<file path="src/rtl/pipelined_multiplier.sv">
// Signed x unsigned shift-and-add multiplier: one register stage per multiplier bit, one result per clock.
// Define ADDEND_EN to add a signed addend port that is summed into the product at the output stage.
module pipelined_multiplier #(
  parameter int multiplicand_width = 12,
  parameter int multiplier_width   = 6,
`ifdef ADDEND_EN
  localparam int product_width = multiplicand_width + multiplier_width + 1
`else
  localparam int product_width = multiplicand_width + multiplier_width
`endif
) (
  input  logic                            clock,
  input  logic                            reset_n,
  input  logic                            input_valid,
  input  logic [multiplicand_width-1:0]   multiplicand,
  input  logic [multiplier_width-1:0]     multiplier,
`ifdef ADDEND_EN
  input  logic [multiplicand_width-1:0]   addend,
`endif
  output logic                            output_valid,
  output logic signed [product_width-1:0] product
);

  localparam int MCW = multiplicand_width;
  localparam int MRW = multiplier_width;
  localparam int AW  = MCW + MRW;
  localparam int PW  = product_width;

  // Index 0 is the input register; index i+1 holds the result of add stage i.
  logic [MCW-1:0] mag_q  [MRW];
  logic [MRW-1:0] mplr_q [MRW];
  logic [AW-1:0]  acc_q  [MRW+1];
  logic           neg_q  [MRW+1];
  logic           vld_q  [MRW+1];
`ifdef ADDEND_EN
  logic [MCW-1:0] add_q  [MRW+1];
`endif

  logic [AW-1:0]  acc_d  [MRW];
  logic [MCW-1:0] mag_d;
  logic [PW-1:0]  acc_ext;
  logic [PW-1:0]  signed_acc;
  logic [PW-1:0]  product_d;

  // Unsigned MCW bits hold |-2^(MCW-1)| exactly, so no extra magnitude bit is needed.
  assign mag_d = multiplicand[MCW-1] ? ('0 - multiplicand) : multiplicand;

  always_comb begin
    for (int i = 0; i < MRW; i++) begin
      acc_d[i] = acc_q[i] + (mplr_q[i][i] ? (AW'(mag_q[i]) << i) : '0);
    end
  end

  always_ff @(posedge clock or negedge reset_n) begin
    if (!reset_n) begin
      for (int i = 0; i < MRW; i++) begin
        mag_q[i]  <= '0;
        mplr_q[i] <= '0;
      end
      for (int i = 0; i <= MRW; i++) begin
        acc_q[i] <= '0;
        neg_q[i] <= 1'b0;
        vld_q[i] <= 1'b0;
`ifdef ADDEND_EN
        add_q[i] <= '0;
`endif
      end
    end else begin
      mag_q[0]  <= mag_d;
      mplr_q[0] <= multiplier;
      acc_q[0]  <= '0;
      neg_q[0]  <= multiplicand[MCW-1];
      vld_q[0]  <= input_valid;
`ifdef ADDEND_EN
      add_q[0]  <= addend;
`endif
      for (int i = 0; i < MRW; i++) begin
        acc_q[i+1] <= acc_d[i];
        neg_q[i+1] <= neg_q[i];
        vld_q[i+1] <= vld_q[i];
`ifdef ADDEND_EN
        add_q[i+1] <= add_q[i];
`endif
      end
      // The last add stage only needs acc/neg/valid, so magnitude and multiplier stop one short.
      for (int i = 0; i < MRW - 1; i++) begin
        mag_q[i+1]  <= mag_q[i];
        mplr_q[i+1] <= mplr_q[i];
      end
    end
  end

  // Negating a zero accumulator yields zero, so no -0 artefact can appear.
  assign acc_ext    = PW'(acc_q[MRW]);
  assign signed_acc = neg_q[MRW] ? ('0 - acc_ext) : acc_ext;

`ifdef ADDEND_EN
  assign product_d = signed_acc + {{(PW-MCW){add_q[MRW][MCW-1]}}, add_q[MRW]};
`else
  assign product_d = signed_acc;
`endif

  always_ff @(posedge clock or negedge reset_n) begin
    if (!reset_n) begin
      output_valid <= 1'b0;
      product      <= '0;
    end else begin
      output_valid <= vld_q[MRW];
      product      <= product_d;
    end
  end

endmodule

</file>
<file path="config.mk">
export PLATFORM = sky130hd
export DESIGN_NAME = pipelined_multiplier
export DESIGN_NICKNAME = d
export VERILOG_FILES = /design/src/rtl/pipelined_multiplier.sv
export SDC_FILE = /design/constraint.sdc
export NUM_CORES = 1
export LEC_CHECK = 0
export ABC_AREA = 1
export BUFFER_PORTS_ARGS = -buffer_cell sky130_fd_sc_hd__buf_2
export CAP_MARGIN = 15
export CORE_MARGIN = 5
export CORE_UTILIZATION = 40
export CTS_CLUSTER_SIZE = 28
export DETAILED_ROUTE_END_ITERATION = 6
export HOLD_SLACK_MARGIN = 0.05
export MAX_ROUTING_LAYER = met4
export RECOVER_POWER = 50
export SETUP_SLACK_MARGIN = 0.15
export SYNTH_ARGS = -nofsm -noshare
export SYNTH_HDL_FRONTEND = slang
export SYNTH_SLANG_ARGS = --single-unit
</file>
<file path="constraint.sdc">
create_clock -name clock -period 2.12 [get_ports clock]
set_input_delay 0.318 -clock clock [delete_from_list [all_inputs] [get_ports clock]]
set_output_delay 0.318 -clock clock [all_outputs]
set_load 0.02 [all_outputs]
</file>
==> out/metrics.yaml, run 1 <==
run_status:
  status: "finished, final reports clean"
cells_and_area:
  final_cell_mix: "nand2_1, dfrtp_1, inv_1, ha_1, nand3_1"
  design_area_um2: 11700
  layout.nets: 1294
  final_common_cell: "nand2_1"
  syn2layout_area_growth_pct: 16.6
  num_antenna_cells: 0
  drive_gt1_share_pct: 10.5
  fill_cells: 2428
logic_synthesis:
  synth_top_family_by_area: "simple AND/OR/NAND/NOR gates"
  postSynthCellCount: 1123
  yosys.area.top_type: "dfrtp_1"
  synth_area_leaders: "dfrtp_1, nand2_1, ha_1, inv_1, xor2_1"
  synthMuxAreaShare_pct: 0
  synth_top_cell_area_share_pct: 54.4
  synth_cell_type_count: 24
  yosys_warnings: 0
  synth.avg_cell_area_um2: 8.93
  ys_seq_area_share_pct: 54.4
  syn_area_um2: 10000
  synth_fp_nets: 1210
  synth_xor_area_share_pct: 4.19
  ys_ff_latch: 218
  synth_compound_area_share_pct: 1.93
  synthSimpleGateAreaFrac_pct: 22.8
  synthAdderAreaFrac_pct: 8.61
critical_path:
  critical_path_class: "reg -> reg"
  startpoint: "mplr_q[5]"
  end_kind: "flip-flop"
  crit_end: "acc_ext[14]"
  required_ns: 2.51
  reg2reg_setup_slack_ns: 0.29
  r2r-start: "mplr_q[5]"
  cp_max_fo: 7
  worstSetupStartpointType: "flip-flop"
  r2r-end: "acc_ext[14]"
  critPathArrivalTime_ns: 2.22
  ff2ff_path_depth: 9
route:
  drc_errors: 0
  drt_iter0_drc: 335
  dr.pass1.iters: 4
  routed_via_density: 4.49
  drt-total-wl_um: 19500
  wl_per_cell_um: 12.6
  vias: 6984
  drtAntennaViolNets: 0
floorplan:
  fp.dieH_um: 168
  io_pins: 40
  dieArea_um2: 28300
  rows: 58
  die-width_um: 168
  start_util_pct: 40.2
  core_um2: 25000
sta:
  fmax_mhz: 547
  worst_pin_slew_ns: 0.925
  hold_violations: 0
  finalWorstSetupSlack_ns: 0.293
  rsz0062_at_grt: "yes"
  final-max-slew-violation-count: 0
  clock_skew_ns: 0.0113
  fin_crit_sh_pct: 86.2
  tns_ns: 0
  setup_viol: 0
  period_needed_ns: 1.83
  slew_headroom_pct: 38.3
global_route:
  grt_pass1_wl_um: 34000
  gr-total-overflow: 0
  grt_max_degree: 57
  track_usage_pct: 15.0
  antenna_found_initial: 0
  grt_pass1_vias: 7205
pwr:
  intPower_mw: 8.74
  p_sw_mw: 4.28
  p_clk_share_pct: 31.6
  p_per_area_nw_per_um2: 1120
  combPwrFrac_pct: 26.8
  p_total_mw: 13.0
  vdd_ir_drop_max_uv: 644
  leakagePower_nw: 6.70
  p_sw_share_pct: 32.9
  seq_power_share_pct: 41.6
place:
  dp_worst_setup_slack_ns: 0.159
  place.gp.congestion: 0.877
  dpl_cell_area_um2: 10700
  portBuffers: 39
  dp_hpwl_um: 15500
clock_network:
  cts_made_buffers: 24
  cts.sinks: 218
  clk_pin_slew_ns: 0.06
  clock_path_buffers: 3
  cts_tree: "done"
  clk_latency_ns: 0.51
  h-tree-depth: 1
  cts-root-buf: "clkbuf_16"
hold_path:
  worstHoldPathCells: 4
  hp-class: "in -> reg"
job:
  drv_cap: 0
-- kinds of logic after synthesis --
family | Yosys count
xor gates and xnor gates | 48
adders and majority gates | 66
AOI/OAI and AO/OA | 38
buffers and inverters | 213
and+or+nand+nor | 540
DFF | 218
-- power groups by stage --
stage               Combinational, mW  Clock, mW  Sequential, mW
floorplan                        2.41          0            5.53
global placement                 3.47          0            5.50
detailed placement               3.49          0            5.51
CTS                              3.53       4.23            5.45
global route                     4.01       4.41            5.52
finish                           3.49       4.12            5.42
-- area by class of cell --
cell class	count	area [um2]	area share, %
Clock buffer	32	671	5.74
Tap cell	330	413	3.53
Clock inverter	11	126	1.08
Sequential cell	218	5460	46.7
Inverter	204	766	6.55
Timing Repair Buffer	67	470	4.03
Multi-Input combinational cell	692	3780	32.3
-- registers in the layout (all words and copies together), names as in the netlist --
register and count:
vld_q 7, output_valid 1, product 18, acc_q 74, mplr_q 21, neg_q 7, mag_q 72, acc_ext 18
-- stage by stage --
| stage | hold WS, ns | cells | util, % |
|---|---|---|---|
| floorplan | 0.0224 | 1123 | - |
| CTS | 0.0607 | 1548 | 46.6 |
| finish | 0.0880 | 1554 | 46.8 |
| detailed placement | 0.263 | 1490 | 42.8 |
| global placement | 0.263 | 1490 | 42.8 |
| global route | 0.0994 | 1554 | 46.8 |
-- how the worst min path moves through the flow --
stage | start | end | slack [ns]
after floorplan | reset_n | acc_ext[0] | 0.02
after detailed placement | reset_n | product[12] | 0.26
final | multiplicand[9] | mag_q[71] | 0.09
after global routing | multiplicand[3] | mag_q[63] | 0.1
after CTS | multiplicand[9] | mag_q[71] | 0.06
after global placement | reset_n | product[14] | 0.26
-- layer usage --
layer  vias up  GRT usage [%]  share of wire (%)
met2        99           27.4                 52
li1       3586              -                  -
met4         0           4.48                3.2
met1      3254           17.1                 41
met3        45           2.23                3.5
met5         -              -                  0
-- worst max-delay path: stages, from the launching register on --
cell	delay, ns
dfrtp_2	0.45
buf_4	0.16
nand2_1	0.06
inv_1	0.05
ha_1	0.36
nand2_1	0.12
nor2_1	0.19
nand3_1	0.15
nand4_1	0.12
nand2_1	0.07
-- synthesized netlist by cell type --
| library cell | number |
|---|---|
| nand2_1 | 373 |
| dfrtp_1 | 218 |
| inv_1 | 202 |
| ha_1 | 61 |
| nand3_1 | 59 |
| nor2_1 | 52 |
| xor2_1 | 42 |
| a21oi_1 | 25 |
| nand4_1 | 20 |
| o21ai_0 | 12 |
| nand3_2 | 11 |
| nand2_2 | 8 |
| nor2_2 | 7 |
| clkbuf_1 | 6 |
| xnor2_1 | 6 |
| fa_1 | 5 |
| nor3_1 | 5 |
| nand3b_1 | 3 |
| buf_2 | 2 |
| inv_2 | 2 |
| and2_1 | 1 |
| buf_4 | 1 |
| nor2_4 | 1 |
| o21ai_2 | 1 |
-- what timing repair did --
action / 4_1_cts / 5_1_grt
buffers inserted: 0 / 6
pin swaps: 0 / 0
endpoints found under the setup margin: 1 / 15
endpoints found under the hold margin: 65 / 0
hold buffers: 15 / 0
gates resized for setup: 1 / 8
No activity file was read; power rests on OpenSTA's default activity.
==> run 2, diff against run 1 <==
- clock period: 2.12 -> 2 ns (I/O delays scaled with it)
==> out/metrics.yaml, run 2 (synthesis gave the netlist of run 1 again) <==
cells_and_area:
  top_register: "acc_q"
  largest_reg_flops: 74
  design_area_um2: 12000
  largestRegisters: "acc_q x74, mag_q x72, mplr_q x21"
  num_antenna_cells: 0
  syn2layout_area_growth_pct: 20.0
  drive_gt1_share_pct: 15.9
  layout.nets: 1300
  final_cell_mix: "nand2_1, dfrtp_1, inv_1, nand3_1, xor2_1"
  final_common_cell: "nand2_1"
clock_network:
  cts-root-buf: "clkbuf_16"
  clock_path_buffers: 3
  cts_tree: "done"
  cts_made_buffers: 24
  h-tree-depth: 1
  clk_pin_slew_ns: 0.06
  cts.sinks: 218
  clk_latency_ns: 0.51
global_route:
  gr-total-overflow: 0
  grt_max_degree: 76
  track_usage_pct: 13.9
  grt_pass1_wl_um: 32100
  grt_pass1_vias: 7335
  antenna_found_initial: 0
critical_path:
  critical_path_class: "reg -> reg"
  cp_max_fo: 11
  ff2ff_path_depth: 9
  r2r-start: "mplr_q[15]"
  worstSetupStartpointType: "flip-flop"
  r2r-end: "acc_q[49]"
  required_ns: 2.39
  critPathArrivalTime_ns: 2.17
  reg2reg_setup_slack_ns: 0.22
  end_kind: "flip-flop"
floorplan:
  fp.dieH_um: 168
  core_um2: 25000
  start_util_pct: 40.2
  dieArea_um2: 28300
  rows: 58
  io_pins: 40
  die-width_um: 168
sta:
  clock_skew_ns: 0.0147
  rsz0062_at_grt: "yes"
  slew_headroom_pct: 31.5
  hold_violations: 0
  fin_crit_sh_pct: 88.9
  worst_pin_slew_ns: 1.03
  fmax_mhz: 562
  period_needed_ns: 1.78
  setup_viol: 0
  final-max-slew-violation-count: 0
  tns_ns: 0
hold_path:
  hp-start: "multiplicand[1]"
  worstHoldPathCells: 3
  hp-class: "in -> reg"
  worstHoldEndpoint: "mag_q[61]"
pwr:
  vdd_ir_drop_max_uv: 660
  leakagePower_nw: 6.70
  p_per_area_nw_per_um2: 1180
route:
  wl_per_cell_um: 11.9
  vias: 7018
  drtAntennaViolNets: 0
  drt-total-wl_um: 18500
  dr.pass1.iters: 5
  drc_errors: 0
  routed_via_density: 4.50
  drt_iter0_drc: 220
place:
  dp_hpwl_um: 14400
  dpl_cell_area_um2: 10800
  place.gp.congestion: 0.959
  portBuffers: 39
run_status:
  status: "finished, final reports clean"
job:
  drv_cap: 0
-- run 2: stage by stage --
step / power, mW / util [%] / std cells / hold WS, ns / worst slack, ns
after floorplan: 8.41 / - / 1123 / 0.00441 / 0.229
after global placement: 9.46 / 43.1 / 1499 / 0.299 / 0.130
after CTS: 14.1 / 47.1 / 1558 / 0.0711 / 0.143
after detailed placement: 9.49 / 43.1 / 1499 / 0.306 / 0.123
after global routing: 15.2 / 48.2 / 1560 / 0.0787 / 0.116
final: 14.2 / 48.2 / 1560 / 0.0858 / 0.222
-- run 2: where the power goes --
part | switching (mW) | internal, mW
sequential | 0.435 | 5.30
combinational | 2.44 | 1.48
clock | 1.73 | 2.79
total | 4.61 | 9.57
-- run 2: cell type report --
type | instances | area [um2]
inverters | 204 | 766
multi-input cells | 692 | 4020
repair buffers | 73 | 532
flip-flops and latches | 218 | 5460
well taps | 330 | 413
clock buffers | 30 | 673
clock inverters | 13 | 170
fillers | 2371 | 12900
-- run 2: timing repair --
action | 4_1_cts | 5_1_grt
setup buffers | 0 | 2
pin swaps | 0 | 5
setup endpoints to repair | 4 | 35
gates resized for setup | 2 | 69
hold buffers | 16 | 0
hold endpoints to repair | 85 | 0
-- run 2: critical path, stage by stage (launching register included) --
cell     delay (ns)
dfrtp_1        0.37
buf_4          0.17
nand2_1        0.06
inv_1          0.04
ha_2           0.37
nand2_1        0.12
nor2_2         0.15
nand3_1        0.15
nand4_1        0.14
nand2_1        0.07
-- run 2: layer usage --
layer  track usage (%)  wire, um  vias up
met5                 -         0        -
met4              6.14       854        0
met3              1.78       498       61
met2              26.1     10000      115
met1              14.5      7190     3237
li1                  -         -     3605
-- run 2: worst max-delay path by stage --
stage                     from          end  cells past startpoint  slack (ns)
detailed placement   mplr_q[5]  acc_ext[11]                     11        0.12
global route        mplr_q[10]    acc_q[33]                     10        0.12
finish              mplr_q[15]    acc_q[49]                      9        0.22
CTS                 mplr_q[15]    acc_q[48]                     10        0.14
global placement    mplr_q[15]    acc_q[48]                      9        0.13
floorplan            mplr_q[5]  acc_ext[11]                     12        0.23
==> run 3, diff against run 2 <==
- CORE_MARGIN: 5 -> 2
==> out/metrics.yaml, run 3 (synthesis gave the netlist of run 1 again) <==
run_status:
  status: "finished, final reports clean"
global_route:
  grt_max_degree: 64
  grt_pass1_wl_um: 32900
  grt_pass1_vias: 7199
  antenna_found_initial: 0
  gr-total-overflow: 0
  track_usage_pct: 15.9
sta:
  setup_viol: 0
  fin_crit_sh_pct: 90.3
  clock_skew_ns: 0.0245
  worst_pin_slew_ns: 0.811
  tns_ns: 0
  slew_headroom_pct: 45.9
  hold_violations: 0
  period_needed_ns: 1.81
  fmax_mhz: 553
  final-max-slew-violation-count: 0
  rsz0062_at_grt: "yes"
hold_path:
  hp-start: "multiplicand[3]"
  hp-class: "in -> reg"
  worstHoldPathCells: 3
critical_path:
  cp_common_cell: "nand2_1"
  r2r-start: "mplr_q[15]"
  critPathBufInv: 2
  cp_num_cells: 9
  required_ns: 2.40
  cp_slowest_stage_delay_ns: 0.37
  critPathArrivalTime_ns: 2.21
  startpoint: "mplr_q[15]"
  crit_slowest_cell: "dfrtp_1"
  ff2ff_path_depth: 9
  critical_path_class: "reg -> reg"
  end_kind: "flip-flop"
  cp_max_fo: 11
  path_cells: "buf_4, nand2_1, inv_1, ha_1, nand2_1, nor2_4, nand3_2, nand4_1, nand2_1"
  critPathTopFamily: "simple AND/OR/NAND/NOR gates"
  worstSetupStartpointType: "flip-flop"
route:
  routed_via_density: 4.55
  drtAntennaViolNets: 0
  vias: 7069
  drt_iter0_drc: 209
  drc_errors: 0
  dr.pass1.iters: 4
  wl_per_cell_um: 12.3
  drt-total-wl_um: 19200
place:
  portBuffers: 39
  dpl_cell_area_um2: 10800
  place.gp.congestion: 0.918
  dp_hpwl_um: 14900
pwr:
  seq_power_share_pct: 40.7
  p_sw_share_pct: 33.1
  combPwrFrac_pct: 27.6
  p_per_area_nw_per_um2: 1190
  p_clk_share_pct: 31.7
  intPower_mw: 9.44
  p_sw_mw: 4.66
  leakagePower_nw: 6.68
  vdd_ir_drop_max_uv: 803
  p_total_mw: 14.1
cells_and_area:
  num_antenna_cells: 0
  postLayoutCoreUtil_pct: 48.6
  final_cell_mix: "nand2_1, dfrtp_1, inv_1, nand3_1, nor2_1"
  largest_reg_flops: 74
  design_area_um2: 11900
  syn2layout_area_growth_pct: 18.6
  layout.nets: 1301
  largestRegisters: "acc_q x74, mag_q x72, mplr_q x21"
  fill_cells: 2279
  final_common_cell: "nand2_1"
  drive_gt1_share_pct: 14.3
  top_register: "acc_q"
job:
  drv_cap: 0
floorplan:
  rows: 57
  io_pins: 40
  die-width_um: 162
  dieArea_um2: 26300
  start_util_pct: 41.0
  core_um2: 24500
  fp.dieH_um: 162
clock_network:
  cts_made_buffers: 24
  h-tree-depth: 1
  cts-root-buf: "clkbuf_16"
  clock_path_buffers: 3
  cts_tree: "done"
  clk_pin_slew_ns: 0.06
  cts.sinks: 218
  clk_latency_ns: 0.53
-- run 3: cell types whose count changed in the layout (fill, tap and decap cells not counted), moves of 3 or more --
cell / before / now
a21oi_2: 9 / 5
ha_4: 6 / 2
nor2_1: 39 / 47
clkbuf_8: 5 / 2
a21oi_1: 16 / 20
nor2_2: 19 / 11
ha_1: 31 / 37
-- run 3: power groups by stage --
stage               combinational, mW  clock (mW)  sequential [mW]
floorplan                        2.56           0             5.86
global placement                 3.69           0             5.79
detailed placement               3.71           0             5.81
CTS                              3.76        4.60             5.73
global route                     4.43        4.80             5.83
finish                           3.89        4.47             5.73
-- run 3: cell type report --
cell class / count / area (um2) / area share, %
flip-flops and latches: 218 / 5460 / 45.9
multi-input cells: 692 / 3930 / 33.1
inverters: 204 / 766 / 6.44
clock buffers: 28 / 636 / 5.35
repair buffers: 74 / 513 / 4.32
well taps: 324 / 405 / 3.41
clock inverters: 15 / 179 / 1.51
-- run 3: per-stage QoR --
step / setup slack, ns / hold WS (ns) / instances
6_report: 0.193 / 0.0729 / 1555
5_1_grt: 0.101 / 0.0639 / 1555
4_1_cts: 0.155 / 0.0515 / 1553
3_5_place_dp: 0.123 / 0.278 / 1494
3_3_place_gp: 0.109 / 0.276 / 1494
2_1_floorplan: 0.229 / 0.00441 / 1123
-- run 3: final timing paths --
path                          endpoint  slack, ns
max in group asynchronous    acc_q[99]       0.52
max                          acc_q[48]       0.19
min                          mag_q[63]       0.07
min reg2reg                 mplr_q[25]       0.34
min in group asynchronous  product[16]       0.31
max reg2reg                  acc_q[48]       0.19
-- run 3: repair_timing --
| item | 4_1_cts | 5_1_grt |
|---|---|---|
| resized for setup | 3 | 52 |
| hold buffers | 16 | 0 |
| buffers inserted | 0 | 2 |
| endpoints found under the hold margin | 71 | 0 |
| endpoints found under the setup margin | 6 | 31 |
| pin swaps | 0 | 5 |
-- run 3: worst register-to-register path: stages (launching register included) --
cell and delay (ns):
dfrtp_1 0.37, buf_4 0.18, nand2_1 0.07, inv_1 0.04
ha_1 0.35, nand2_1 0.17, nor2_4 0.18, nand3_2 0.14
nand4_1 0.13, nand2_1 0.06
-- run 3: per-layer routing --
metal  track usage [%]  up-vias  share of wire [%]
li1                  -     3600                  -
met1              16.3     3328                 38
met2              30.5       91                 55
met3              2.37       50                2.8
met4              5.67        0                3.5
met5                 -        -                  0
